[src/rtl/sys_bus_bridge_if.sv]
// sys_bus_bridge_if: CPU-side and device-side signals of the system bus bridge
interface sys_bus_bridge_if;
  logic         cpu_req;
  logic         cpu_we;
  logic         cpu_abort;
  logic [31:0]  cpu_addr;
  logic [31:0]  cpu_wdata;
  logic [3:0]   cpu_be;
  logic [31:0]  cpu_rdata;
  logic         cpu_stall;
  logic         cpu_err;
  logic [6:0]   dev_sel;
  logic         dev_we;
  logic [31:0]  dev_addr;
  logic [31:0]  dev_wdata;
  logic [3:0]   dev_be;
  logic [223:0] dev_rdata;
  logic [6:0]   dev_ack;
  modport master (
    output cpu_req, cpu_we, cpu_abort, cpu_addr, cpu_wdata, cpu_be, dev_rdata, dev_ack,
    input  cpu_rdata, cpu_stall, cpu_err, dev_sel, dev_we, dev_addr, dev_wdata, dev_be
  );
  modport slave (
    input  cpu_req, cpu_we, cpu_abort, cpu_addr, cpu_wdata, cpu_be, dev_rdata, dev_ack,
    output cpu_rdata, cpu_stall, cpu_err, dev_sel, dev_we, dev_addr, dev_wdata, dev_be
  );
endinterface

[src/rtl/sys_bus_bridge.sv]
// sys_bus_bridge: decodes CPU data accesses onto the device bus, stalling with timeout for handshake devices
module sys_bus_bridge #(
  parameter logic [31:0] DM_BEGIN      = 32'h0000_0000,
  parameter logic [31:0] DM_END        = 32'h0000_2FFF,
  parameter logic [31:0] TIMER_BEGIN   = 32'h0000_7F00,
  parameter logic [31:0] UART_BEGIN    = 32'h0000_7F10,
  parameter logic [31:0] SWITCH_BEGIN  = 32'h0000_7F2C,
  parameter logic [31:0] LED_BEGIN     = 32'h0000_7F34,
  parameter logic [31:0] DISPLAY_BEGIN = 32'h0000_7F38,
  parameter logic [31:0] KEY_BEGIN     = 32'h0000_7F40,
  parameter logic [6:0]  SLOW_MASK     = 7'b0000100,
  parameter int          TIMEOUT       = 16
) (
  input logic clk,
  input logic reset,
  sys_bus_bridge_if.slave bus
);
  localparam int CW = $clog2(TIMEOUT + 1);
  typedef enum logic [1:0] {IDLE, WAIT, DONE} state_t;
  state_t state_q, state_d;
  logic [31:0] addr_q, addr_d, wdata_q, wdata_d, rdata_q, rdata_d;
  logic [3:0] be_q, be_d;
  logic we_q, we_d, err_q, err_d;
  logic [6:0] sel_q, sel_d, hit;
  logic [CW-1:0] cnt_q, cnt_d;
  logic [31:0] hit_rdata, sel_rdata;
  logic active, fast, slow, ack;
  // Unsigned offset compare covers both bounds at once and avoids a trivially-true check against a zero base
  function automatic logic in_win(input logic [31:0] a, input logic [31:0] b, input logic [31:0] n);
    return (a - b) < n;
  endfunction
  assign hit = {
    in_win(bus.cpu_addr, KEY_BEGIN, 32'd4),
    in_win(bus.cpu_addr, DISPLAY_BEGIN, 32'd8),
    in_win(bus.cpu_addr, LED_BEGIN, 32'd4),
    in_win(bus.cpu_addr, SWITCH_BEGIN, 32'd8),
    in_win(bus.cpu_addr, UART_BEGIN, 32'd28),
    in_win(bus.cpu_addr, TIMER_BEGIN, 32'd12),
    in_win(bus.cpu_addr, DM_BEGIN, DM_END - DM_BEGIN + 32'd1)
  };
  assign active = bus.cpu_req & ~bus.cpu_abort;
  assign fast = |(hit & ~SLOW_MASK);
  assign slow = |(hit & SLOW_MASK);
  assign ack = |(bus.dev_ack & sel_q);
  // Read-data slices for the decoded device and for the latched slow device
  always_comb begin
    hit_rdata = '0;
    sel_rdata = '0;
    for (int i = 0; i < 7; i++) begin
      if (hit[i]) hit_rdata = bus.dev_rdata[32*i +: 32];
      if (sel_q[i]) sel_rdata = bus.dev_rdata[32*i +: 32];
    end
  end
  // State and latched slow transaction
  always_ff @(posedge clk or negedge reset) begin
    if (!reset) begin
      state_q <= IDLE;
      addr_q  <= '0;
      wdata_q <= '0;
      be_q    <= '0;
      we_q    <= 1'b0;
      sel_q   <= '0;
      cnt_q   <= '0;
      rdata_q <= '0;
      err_q   <= 1'b0;
    end else begin
      state_q <= state_d;
      addr_q  <= addr_d;
      wdata_q <= wdata_d;
      be_q    <= be_d;
      we_q    <= we_d;
      sel_q   <= sel_d;
      cnt_q   <= cnt_d;
      rdata_q <= rdata_d;
      err_q   <= err_d;
    end
  end
  // Next state and bus outputs; outputs stay quiet while reset is held
  always_comb begin
    state_d = state_q;
    addr_d = addr_q;
    wdata_d = wdata_q;
    be_d = be_q;
    we_d = we_q;
    sel_d = sel_q;
    cnt_d = cnt_q;
    rdata_d = rdata_q;
    err_d = err_q;
    bus.dev_sel = '0;
    bus.dev_we = 1'b0;
    bus.dev_addr = bus.cpu_addr;
    bus.dev_wdata = bus.cpu_wdata;
    bus.dev_be = bus.cpu_be;
    bus.cpu_rdata = '0;
    bus.cpu_stall = 1'b0;
    bus.cpu_err = 1'b0;
    if (reset) begin
      unique case (state_q)
        IDLE: if (active) begin
          if (fast) begin
            bus.dev_sel = hit;
            bus.dev_we = bus.cpu_we;
            bus.cpu_rdata = hit_rdata;
          end else if (slow) begin
            addr_d = bus.cpu_addr;
            wdata_d = bus.cpu_wdata;
            be_d = bus.cpu_be;
            we_d = bus.cpu_we;
            sel_d = hit;
            cnt_d = '0;
            err_d = 1'b0;
            bus.cpu_stall = 1'b1;
            state_d = WAIT;
          end else begin
            bus.cpu_err = 1'b1;
          end
        end
        WAIT: begin
          bus.dev_sel = sel_q;
          bus.dev_we = we_q;
          bus.dev_addr = addr_q;
          bus.dev_wdata = wdata_q;
          bus.dev_be = be_q;
          bus.cpu_stall = 1'b1;
          cnt_d = cnt_q + CW'(1);
          if (ack) begin
            rdata_d = sel_rdata;
            state_d = DONE;
          end else if (cnt_q == CW'(TIMEOUT - 1)) begin
            rdata_d = '0;
            err_d = 1'b1;
            state_d = DONE;
          end
        end
        DONE: begin
          bus.cpu_rdata = rdata_q;
          bus.cpu_err = err_q;
          err_d = 1'b0;
          state_d = IDLE;
        end
        default: state_d = IDLE;
      endcase
    end
  end
endmodule

[src/flat_wrapper.sv]
// flat-port wrapper written by rule: the top's interface ports become plain ports
module sys_bus_bridge_flat 
#(
  parameter logic [31:0] DM_BEGIN      = 32'h0000_0000,
  parameter logic [31:0] DM_END        = 32'h0000_2FFF,
  parameter logic [31:0] TIMER_BEGIN   = 32'h0000_7F00,
  parameter logic [31:0] UART_BEGIN    = 32'h0000_7F10,
  parameter logic [31:0] SWITCH_BEGIN  = 32'h0000_7F2C,
  parameter logic [31:0] LED_BEGIN     = 32'h0000_7F34,
  parameter logic [31:0] DISPLAY_BEGIN = 32'h0000_7F38,
  parameter logic [31:0] KEY_BEGIN     = 32'h0000_7F40,
  parameter logic [6:0]  SLOW_MASK     = 7'b0000100,
  parameter int          TIMEOUT       = 16
)
  (clk, reset, bus_cpu_req, bus_cpu_we, bus_cpu_abort, bus_cpu_addr, bus_cpu_wdata, bus_cpu_be, bus_dev_rdata, bus_dev_ack, bus_cpu_rdata, bus_cpu_stall, bus_cpu_err, bus_dev_sel, bus_dev_we, bus_dev_addr, bus_dev_wdata, bus_dev_be);
  sys_bus_bridge_if bus_i ();
  input logic clk;
  input logic reset;
  input wire logic [$bits(bus_i.cpu_req)-1:0] bus_cpu_req;
  input wire logic [$bits(bus_i.cpu_we)-1:0] bus_cpu_we;
  input wire logic [$bits(bus_i.cpu_abort)-1:0] bus_cpu_abort;
  input wire logic [$bits(bus_i.cpu_addr)-1:0] bus_cpu_addr;
  input wire logic [$bits(bus_i.cpu_wdata)-1:0] bus_cpu_wdata;
  input wire logic [$bits(bus_i.cpu_be)-1:0] bus_cpu_be;
  input wire logic [$bits(bus_i.dev_rdata)-1:0] bus_dev_rdata;
  input wire logic [$bits(bus_i.dev_ack)-1:0] bus_dev_ack;
  output wire logic [$bits(bus_i.cpu_rdata)-1:0] bus_cpu_rdata;
  output wire logic [$bits(bus_i.cpu_stall)-1:0] bus_cpu_stall;
  output wire logic [$bits(bus_i.cpu_err)-1:0] bus_cpu_err;
  output wire logic [$bits(bus_i.dev_sel)-1:0] bus_dev_sel;
  output wire logic [$bits(bus_i.dev_we)-1:0] bus_dev_we;
  output wire logic [$bits(bus_i.dev_addr)-1:0] bus_dev_addr;
  output wire logic [$bits(bus_i.dev_wdata)-1:0] bus_dev_wdata;
  output wire logic [$bits(bus_i.dev_be)-1:0] bus_dev_be;
  assign bus_i.cpu_req = bus_cpu_req;
  assign bus_i.cpu_we = bus_cpu_we;
  assign bus_i.cpu_abort = bus_cpu_abort;
  assign bus_i.cpu_addr = bus_cpu_addr;
  assign bus_i.cpu_wdata = bus_cpu_wdata;
  assign bus_i.cpu_be = bus_cpu_be;
  assign bus_i.dev_rdata = bus_dev_rdata;
  assign bus_i.dev_ack = bus_dev_ack;
  assign bus_cpu_rdata = bus_i.cpu_rdata;
  assign bus_cpu_stall = bus_i.cpu_stall;
  assign bus_cpu_err = bus_i.cpu_err;
  assign bus_dev_sel = bus_i.dev_sel;
  assign bus_dev_we = bus_i.dev_we;
  assign bus_dev_addr = bus_i.dev_addr;
  assign bus_dev_wdata = bus_i.dev_wdata;
  assign bus_dev_be = bus_i.dev_be;
  sys_bus_bridge #(.DM_BEGIN(DM_BEGIN), .DM_END(DM_END), .TIMER_BEGIN(TIMER_BEGIN), .UART_BEGIN(UART_BEGIN), .SWITCH_BEGIN(SWITCH_BEGIN), .LED_BEGIN(LED_BEGIN), .DISPLAY_BEGIN(DISPLAY_BEGIN), .KEY_BEGIN(KEY_BEGIN), .SLOW_MASK(SLOW_MASK), .TIMEOUT(TIMEOUT)) u_core (.clk(clk), .reset(reset), .bus(bus_i));
endmodule
[config.mk]
export PLATFORM = sky130hd
export DESIGN_NAME = sys_bus_bridge_flat
export DESIGN_NICKNAME = d
export VERILOG_FILES = /design/src/rtl/sys_bus_bridge_if.sv /design/src/rtl/sys_bus_bridge.sv /design/src/flat_wrapper.sv
export SDC_FILE = /design/constraint.sdc
export NUM_CORES = 1
export LEC_CHECK = 0
export CAP_MARGIN = 0
export CORE_ASPECT_RATIO = 1.25
export CORE_UTILIZATION = 31
export CTS_CLUSTER_DIAMETER = 50
export DETAILED_ROUTE_END_ITERATION = 6
export HOLD_SLACK_MARGIN = 0.02
export SYNTH_ARGS = -nofsm -noshare
export SYNTH_HDL_FRONTEND = slang
export SYNTH_SLANG_ARGS = --single-unit
export TNS_END_PERCENT = 1
[constraint.sdc]
create_clock -name clk -period 7.9 [get_ports clk]
set_input_delay 1.975 -clock clk [delete_from_list [all_inputs] [get_ports clk]]
set_output_delay 1.975 -clock clk [all_outputs]
set_load 0.005 [all_outputs]
==> impl_results.md, run 1 <==
* Status: finished, violations left
* Violated checks: setup timing
* Yosys cell types at 78
* Fin crit share at 101.6%
* I/O pin count at about 410
* CP max stage delay at between 500 and 600 ps
* ANT nets after route at 0
* Most common cell after layout, fill and taps aside: clkdlybuf4s50_1
* CP Max Fanout at 8
* Post-synth EDFFs at 0
* Clk sinks at 116
* Post-synthesis sequential area ratio at between 20% and 30%
* Number of synthesis warnings at 0
* Top FF cell, synth: dfrtp_1
* Crit-path cells: clkdlybuf4s50_1 > buf_4 > inv_1 > ha_2 > nand2b_1 > a21oi_1 > mux2_2 > o21ai_0 > and4b_2 > a41oi_4 > buf_6 > a311o_1 > a21oi_2 > buf_4 > clkdlybuf4s50_1
* Initial core utilization at 31.56%
* Layout cells sized above 1 at between 20% and 30%
* VDD IR-drop max at ~0.13 mV
* Initial antenna violation count at 4
* Worst Hold Class: reg -> reg
* Vias per cell at between 5 and 6
* H-Tree Level Count at 4
* Storage cell area at ~0.0029 mm2
* CTS Buffer Depth at 2
* Hold_buf cts at 0
* Setup_tns at -740.8 ps
* Die Ht at about 230 um
* Fin Hold WS at ~470 ps
* Pwr per Cell Area at a little under 90 mW/mm2
* Slew @ Worst Pin at just over 1000 ps
* Die W at ~190 um
* Max Cap Viol at 0
* Die area at 0.04386 mm2
* Remaining DRCs at 0
* Setup crit end kind: output port
* Arr. time, crit path at between 6000 and 7000 ps
* Area delta synth->final at 63.43%
* Port-buffer cells at between 400 and 500
* Largest area contributor in the synthesized netlist: dfrtp_1
* DRT Pass-1 Iters at 6
* Setup CP Type: in -> out
* Total Routed Length at 77.47 mm
* Dpl hpwl at slightly below 60 mm
* Final worst path period need at roughly 8000 ps
* Skew-Pair Late Insertion Delay at 440 ps
* # fillers at approximately 4200
* Area post-placement at 0.02029 mm2
* Synthesis-stage register bit count at ~120
* Static leakage at between 0.009 and 0.01 uW
* Global-route wire length before repair at approximately 110 mm
* Max Slew Vio Count at 0
* Fraction of registers with async set/reset at 100.0%
* Commonest cells after routing, fill and taps aside: clkdlybuf4s50_1 (377), nand2_1 (368), buf_4 (325)
* Worst setup SP type: input port
* Mean post-synth cell area at between 7 and 8 um2
* Post-layout instance area at around 0.022 mm2
* CTS tree: built
* Syn nets at ~2200
* RSZ-0062 raised after global routing: true
* Final Hold Viols at 0
* Row count at 84
* Place WS at -818.1 ps
* Setup Skew at roughly 13 ps
* Fmax achieved at 124.5 MHz
* Setup WS post-layout at -129.0 ps
* Clock root cell: clkbuf_16
* Core Box Area at 0.04225 mm2
* Relative slew margins at 31.68%
* Synth top area cells: dfrtp_1 (22%), nand2_1 (10%), a21oi_1 (6.0%)
* Clk slew on worst S/H paths at about 60 ps
* Endpoints failing setup at 13
* Final Wtd Congestion at about 1.0
* Area of the multi-input gates at 0.01016 mm2
* Crit path required time at 5930 ps
* Vias in the first global route at ~18000
* Mapped Area at roughly 0.013 mm2
* Nets@finish at roughly 2800
* Final std cells w/o fill at 3079
* GRT Total Usage at 34.56%
* 1st-iter DRT viols at roughly 1500
* Largest net degree at the start of global routing at about 90
* Share of the synthesized area in the top cell type at between 20% and 30%
* Vias at about 18000
* Avg WL per Cell at roughly 25 um
* Mapped Cells at around 1900
* Crit-path slowest cell: clkdlybuf4s50_1
* GRT overflow at 0
* Cells after DPL at roughly 3000
* CTS Buf Count at 17
-- final cells by class --
class                           instances  share of cell area, %
Multi-Input combinational cell       1543                  46.62
Timing Repair Buffer                  777                  33.18
Sequential cell                       116                  13.35
Tap cell                              559                  3.209
Clock buffer                           18                  1.969
Inverter                               48                 0.8267
Clock inverter                         14                 0.7980
Antenna cell                            4                0.04593
-- kinds of logic (layout without fill, tap and decap cells) --
family	after synthesis	after routing	synth area share (%)
xor+xnor	26	26	1.708
other cells	0	4	0
buf+inv	240	857	7.234
fa+ha+maj	13	13	1.192
mux	84	84	7.881
compound gates	534	534	26.56
simple gates	886	886	33.66
flops	116	116	21.77
-- sequential cells by signal (all words and copies together), names as in the netlist --
signal	count
u_core.wdata_q	32
u_core.rdata_q	32
u_core.we_q	1
u_core.cnt_q	5
u_core.err_q	1
u_core.sel_q	7
u_core.addr_q	32
u_core.state_q	2
u_core.be_q	4
-- metal layers --
metal | part of all wire, % | global-route usage (%) | wire (um) | vias to the layer above
met5 | 0 | 0 | 0 | -
met1 | 37 | 38.88 | 28900 | 8657
met2 | 49 | 61.00 | 37710 | 918
met4 | 7.3 | 22.87 | 5654 | 0
li1 | - | - | - | 8180
met3 | 6.7 | 5.088 | 5218 | 228
-- worst max-delay path: cells and delay by family --
family                     cells  cell delay, ps
buffers and inverters          6            1600
muxes                          1             360
adders and majority gates      1             190
and+or+nand+nor                2             620
AOI/OAI and AO/OA              5            1290
-- Yosys cell counts (all sizes together) (36+ instances only) --
cell type and n:
nand2 371, a21oi 159, clkbuf 157, dfrtp 116, o21ai 104, nor2 100, nand3 83, nor3 57
a211oi 49, mux2 48, inv 47, or3 45, mux2i 36
-- metrics by stage --
| step | total power (uW) | utilization (%) |
|---|---|---|
| 3_3_place_gp | 1104 | 48.01 |
| 2_1_floorplan | 724.9 | - |
| 5_1_grt | 2017 | 51.58 |
| 4_1_cts | 1952 | 50.89 |
| 3_5_place_dp | 1102 | 48.01 |
| 6_report | 1948 | 51.58 |
-- path summary, 6_finish.rpt --
| path | startpoint | slack (ps) | depth (start not counted) | to |
|---|---|---|---|---|
| max | bus_cpu_addr[3] | -130 | 15 | bus_dev_we |
| min | u_core.addr_q[14] | 470 | 1 | u_core.addr_q[14] |
| max reg2reg | u_core.state_q[0] | 4820 | 7 | u_core.wdata_q[29] |
| min reg2reg | u_core.addr_q[14] | 470 | 1 | u_core.addr_q[14] |
| max in group asynchronous | reset | 4940 | 2 | u_core.sel_q[5] |
| min in group asynchronous | reset | 1480 | 1 | u_core.be_q[3] |
-- power breakdown --
part	leakage, uW	internal (uW)	switching [uW]
sequential	0.00161	594	0.0000340
clock	0.000284	499	332
combinational	0.00717	276	247
total	0.00906	1370	579
-- timing repair --
item                       CTS  global route
buffers inserted            14             2
pin swaps                   21            16
resized for setup          153            71
setup endpoints to repair   39            38
gates cloned                 4             0
Note: power is estimated with default switching activity, not from simulation.
==> run 2: changes to the inputs <==
==> constraint.sdc (replaced) <==
create_clock -name clk -period 7.9 [get_ports clk]
set_input_delay 1.58 -clock clk [delete_from_list [all_inputs] [get_ports clk]]
set_output_delay 1.58 -clock clk [all_outputs]
set_load 0.005 [all_outputs]
==> impl_results.md, run 2 (same netlist as run 1, synthesis figures left out) <==
* Sw frac at approximately 29%
* Arr. time, crit path at 6180 ps
* Area post-placement at around 0.019 mm2
* H-Tree Level Count at 4
* Vias per cell at approximately 5.9
* Global-route wire length before repair at 109.2 mm
* Vias at around 17000
* Largest net degree at the start of global routing at a little under 90
* Die Ht at 233.9 um
* Most common cell after layout, fill and taps aside: clkdlybuf4s50_1
* Setup_tns at 0 ps
* Pwr per Cell Area at about 94 mW/mm2
* Critical path buffers and inverters at 4
* Initial antenna violation count at 3
* CTS Buffer Depth at 2
* Vias in the first global route at ~17000
* Static leakage at approximately 0.008 uW
* Dpl hpwl at 56.83 mm
* Remaining DRCs at 0
* Crit-path cells: clkdlybuf4s50_1 > or4_1 > nor4_2 > a211oi_1 > or4_1 > nor4_4 > and2_1 > buf_4 > nor3_4 > a31o_2 > buf_4 > a211oi_1 > clkdlybuf4s50_1
* Relative slew margins at 25.26%
* Area delta synth->final at 49.37%
* Clock root cell: clkbuf_16
* VDD IR-drop max at 0.1119 mV
* Worst path top cell family by delay: simple AND/OR/NAND/NOR gates
* Worst reg2reg path depth at 7
* Worst Hold Class: reg -> reg
* Status: completed
* DRT Pass-1 Iters at 6
* Die W at between 150 and 200 um
* Final Wtd Congestion at just under 1
* Layout cells sized above 1 at 14.10%
* Setup crit end kind: output port
* Skew-Pair Late Insertion Delay at 440 ps
* CTS tree: built
* Clk slew on worst S/H paths at approximately 60 ps
* Commonest cells after routing, fill and taps aside: clkdlybuf4s50_1 (410), nand2_1 (369), buf_4 (192)
* Worst setup SP type: input port
* Max Cap Viol at 0
* Core Box Area at 0.04225 mm2
* Fin crit share at between 90% and 100%
* Final Util at 47.15%
* Total Routed Length at ~75 mm
* Crit-path slowest cell: or4_1
* Row count at 84
* GRT Total Usage at between 30 and 40%
* Slew @ Worst Pin at between 1000 and 1500 ps
* Largest registers: u_core.addr_q: 32 flops, u_core.rdata_q: 32 flops, u_core.wdata_q: 32 flops
* Endpoints failing setup at 0
* RSZ-0062 raised after global routing: false
* Final worst path period need at ~7800 ps
* I/O pin count at 414
* Cell depth of the worst hold path at 1
* Hold_buf cts at 0
* Internal Power at about 1300 uW
* Clk sinks at approximately 120
* # fillers at ~4300
* CP Max Fanout at 8
* Max Slew Vio Count at 0
* Initial core utilization at about a third
* Place WS at -98.59 ps
* Port-buffer cells at 413
* ANT nets after route at 0
* Crit path required time at 6320 ps
* Fmax achieved at about 130 MHz
* Gate power share at between 20% and 30%
* CTS Buf Count at 17
* Final Hold Viols at 0
* Nets@finish at 2665
* Avg WL per Cell at 25.60 um
* 1st-iter DRT viols at 1700
* Setup Skew at slightly below 9 ps
* Critical Path Stages at 13
* CP max stage delay at around 740 ps
* GRT overflow at 0
* Setup WS post-layout at 140.0 ps
* Post-layout instance area at around 0.02 mm2
* Setup CP Type: in -> out
* Power share of the sequential group at between 30% and 40%
* Die area at ~0.044 mm2
* Psw at 546.7 uW
* Clock share of power at a little over two fifths
run 2: cell count changes in the layout (fill, tap and decap cells not counted), sizes merged:
cell / previous run / this run
inv: 51 / 50
clkinv: 4 / 6
buf: 366 / 212
clkinvlp: 4 / 2
clkdlybuf4s50: 377 / 410
clkdlybuf4s15: 9 / 0
clkbuf: 21 / 18
dlygate4sd2: 19 / 0
dlymetal6s2s: 1 / 2
bufbuf: 2 / 0
run 2: metal layers:
layer	track usage, %	share of wire [%]	wire, um	up-vias
li1	-	-	-	7866
met1	38.11	38	28690	8238
met2	58.54	49	36870	903
met3	4.415	6.5	4869	187
met4	19.69	5.9	4435	0
met5	0	0	0	-
run 2: worst paths after layout:
| kind | endpoint | from | slack (ps) |
|---|---|---|---|
| min reg2reg | u_core.addr_q[14] | u_core.addr_q[14] | 470 |
| min in group asynchronous | u_core.wdata_q[20] | reset | 1130 |
| max | bus_cpu_rdata[31] | bus_cpu_addr[20] | 140 |
| max reg2reg | u_core.addr_q[1] | u_core.state_q[0] | 4990 |
| min | u_core.addr_q[14] | u_core.addr_q[14] | 470 |
| max in group asynchronous | u_core.wdata_q[3] | reset | 5370 |
run 2: cell type report:
cell class              instances  area, um2  area share (%)
clock inverters                13      156.4          0.7852
inverters                      48      180.2          0.9045
clock buffers                  18      439.2           2.205
repair buffers                624       5962           29.93
well taps                     559      699.4           3.511
diodes                          4      10.01         0.05025
flip-flops and latches        116       2910           14.61
multi-input cells            1543       9562           48.00
run 2: power by group through the flow:
stage | combinational, uW | clock [uW] | sequential, uW
after CTS | 464 | 837 | 594
after global routing | 494 | 860 | 594
final | 470 | 818 | 594
after detailed placement | 461 | 0 | 605
after global placement | 463 | 0 | 605
after floorplan | 120 | 0 | 605
run 2: metrics by stage:
step	total power (uW)	cells	hold slack (ps)
after global routing	1947	2923	479.8
after global placement	1068	2889	448.1
after detailed placement	1066	2889	452.2
final	1882	2925	467.3
after floorplan	724.9	1899	434.6
after CTS	1896	2920	471.4
run 2: timing repair:
item | 4_1_cts | 5_1_grt
setup buffers | 0 | 1
gates resized for setup | 1 | 8
cloned | 0 | 0
pin swaps | 0 | 2
setup endpoints to repair | 26 | 33
==> run 3: changes to the inputs <==
--- a/config.mk
+++ b/config.mk
@@ -6,11 +6,15 @@
 export NUM_CORES = 1
 export LEC_CHECK = 0
 export CAP_MARGIN = 0
+export CELL_PAD_IN_SITES_DETAIL_PLACEMENT = 0
+export CELL_PAD_IN_SITES_GLOBAL_PLACEMENT = 2
 export CORE_ASPECT_RATIO = 1.25
-export CORE_UTILIZATION = 31
+export CORE_MARGIN = 10
+export CORE_UTILIZATION = 26
 export CTS_CLUSTER_DIAMETER = 50
 export DETAILED_ROUTE_END_ITERATION = 6
 export HOLD_SLACK_MARGIN = 0.02
+export PLACE_DENSITY_LB_ADDON = 0.1
 export SYNTH_ARGS = -nofsm -noshare
 export SYNTH_HDL_FRONTEND = slang
 export SYNTH_SLANG_ARGS = --single-unit
==> impl_results.md, run 3 (same netlist as run 1, synthesis figures left out) <==
* Status: completed
* Area post-placement at between 0.015 and 0.02 mm2
* Max Slew Vio Count at 0
* Sw frac at 31.48%
* VDD IR-drop max at between 0.1 and 0.15 mV
* Total Routed Length at 82.18 mm
* Vias at between 15000 and 20000
* GRT met2 Usage at 43.65%
* Tot Pwr at between 1500 and 2000 uW
* Commonest cells after routing, fill and taps aside: clkdlybuf4s50_1 (411), nand2_1 (370), a21oi_1 (159)
* Worst Hold Class: reg -> reg
* RSZ-0062 raised after global routing: false
* Die W at 222.6 um
* Die area at approximately 0.06 mm2
* Area of the multi-input gates at 0.009557 mm2
* Setup crit end kind: output port
* Fin crit share at a little over nine tenths
* Vias in the first global route at 16760
* Dpl hpwl at between 60 and 70 mm
* Static leakage at slightly below 0.008 uW
* Layout cells sized above 1 at 12.36%
* Fin Hold WS at approximately 470 ps
* CP Max Fanout at 31
* Fmax achieved at ~130 MHz
* Clock share of power at about two fifths
* Global-route track usage on met3 at roughly 5.0%
* DRT Pass-1 Iters at 6
* Die Ht at around 270 um
* Slew @ Worst Pin at just over 1000 ps
* Worst setup SP type: input port
* Endpoints failing setup at 0
* Clk slew on worst S/H paths at 60 ps
* Nets@finish at about 2600
* Port-buffer cells at between 400 and 500
* Hold Startpoint: u_core.addr_q[13]
* Post-layout instance area at approximately 0.020 mm2
* Relative slew margins at about a third
* Avg WL per Cell at 27.57 um
* Remaining DRCs at 0
* Clock root cell: clkbuf_16
* Psw at 568.3 uW
* Setup Skew at between 10 and 15 ps
* Global-route wire length before repair at about 120 mm
* Vias per cell at approximately 5.6
* Gate power share at approximately a quarter
* Final worst path period need at between 7000 and 8000 ps
* Internal Power at approximately 1200 uW
* Storage cell area at between 0.002 and 0.003 mm2
* Final Wtd Congestion at a little over 1
* Pwr per Cell Area at about 90 mW/mm2
* Setup CP Type: in -> out
* Max Cap Viol at 0
* Met1 Resource Use GR at 31.80%
* Area delta synth->final at 47.21%
* CTS Buf Count at 17
* GRT Total Usage at between 20% and 30%
* Setup crit start: bus_cpu_addr[7]
* Most common cell after layout, fill and taps aside: clkdlybuf4s50_1
* Arr. time, crit path at about 6100 ps
* Largest registers: u_core.addr_q: 32 flops, u_core.rdata_q: 32 flops, u_core.wdata_q: 32 flops
* Skew-Pair Late Insertion Delay at around 460 ps
* I/O pin count at slightly above 400
* Core Box Area at around 0.05 mm2
* Crit path required time at between 6000 and 7000 ps
* CTS Buffer Depth at 2
* 1st-iter DRT viols at 1428
* Row count at between 90 and 100
* Clk sinks at 116
* Largest net degree at the start of global routing at between 80 and 90
* Hold_buf cts at 0
* Power share of the sequential group at 32.9%
* # fillers at approximately 5400
* Initial core utilization at 26.33%
* H-Tree Level Count at 4
* CTS tree: built
* Final Hold Viols at 0
* ANT nets after route at 0
* GRT overflow at 0
* GR peak layer: met2
* Reg2reg start: u_core.sel_q[1]
* Initial antenna violation count at 12
run 3: final timing paths:
path,cells after the start,slack (ps),endpoint
min,1,470,u_core.addr_q[13]
max reg2reg,6,4940,u_core.rdata_q[10]
max,15,190,bus_cpu_rdata[9]
min reg2reg,1,470,u_core.addr_q[13]
min in group asynchronous,1,930,u_core.rdata_q[7]
max in group asynchronous,2,5840,u_core.addr_q[21]
run 3: what timing repair did:
item / in CTS / in global routing
buffers inserted: 0 / 1
hold endpoints to repair: 0 / 0
resized for setup: 0 / 7
setup endpoints to repair: 0 / 20
run 3: power by group through the flow:
stage / Combinational [uW] / Sequential, uW / Clock [uW]
global placement: 457 / 605 / 0
detailed placement: 452 / 605 / 0
floorplan: 120 / 605 / 0
global route: 486 / 594 / 803
finish: 458 / 594 / 753
CTS: 455 / 594 / 781
run 3: per-stage QoR:
step / utilization (%) / cells / setup TNS [ps] / setup WS (ps)
2_1_floorplan: - / 1899 / 0 / 1305
3_3_place_gp: 37.57 / 2939 / -8.155 / -8.155
3_5_place_dp: 37.57 / 2939 / 0 / 63.23
4_1_cts: 38.65 / 2971 / 0 / 53.20
5_1_grt: 38.75 / 2978 / 0 / 10.71
6_report: 38.76 / 2981 / 0 / 187.0
run 3: routing by layer:
metal,vias to the layer above,part of all wire [%]
li1,7771,-
met1,8157,42
met4,8,3.5
met2,660,48
met3,131,5.7
met5,-,0.056
run 3: cell type report:
class / count / share of cell area [%]
diodes: 9 / 0.1147
inverters: 48 / 0.9178
well taps: 658 / 4.194
multi-input cells: 1543 / 48.68
clock inverters: 14 / 0.5991
repair buffers: 575 / 28.48
clock buffers: 18 / 2.186
flip-flops and latches: 116 / 14.82
run 3: worst max-delay path: stages:
cell and delay [ps]:
clkdlybuf4s50_1 690, buf_4 340, o211ai_1 270, a2bb2oi_1 220, nor4_1 500, buf_4 220
nand4_1 120, nor4_1 400, buf_4 210, a41oi_4 40, buf_4 330, nand3_1 150
a21oi_1 50, a211oi_1 360, clkdlybuf4s50_1 600
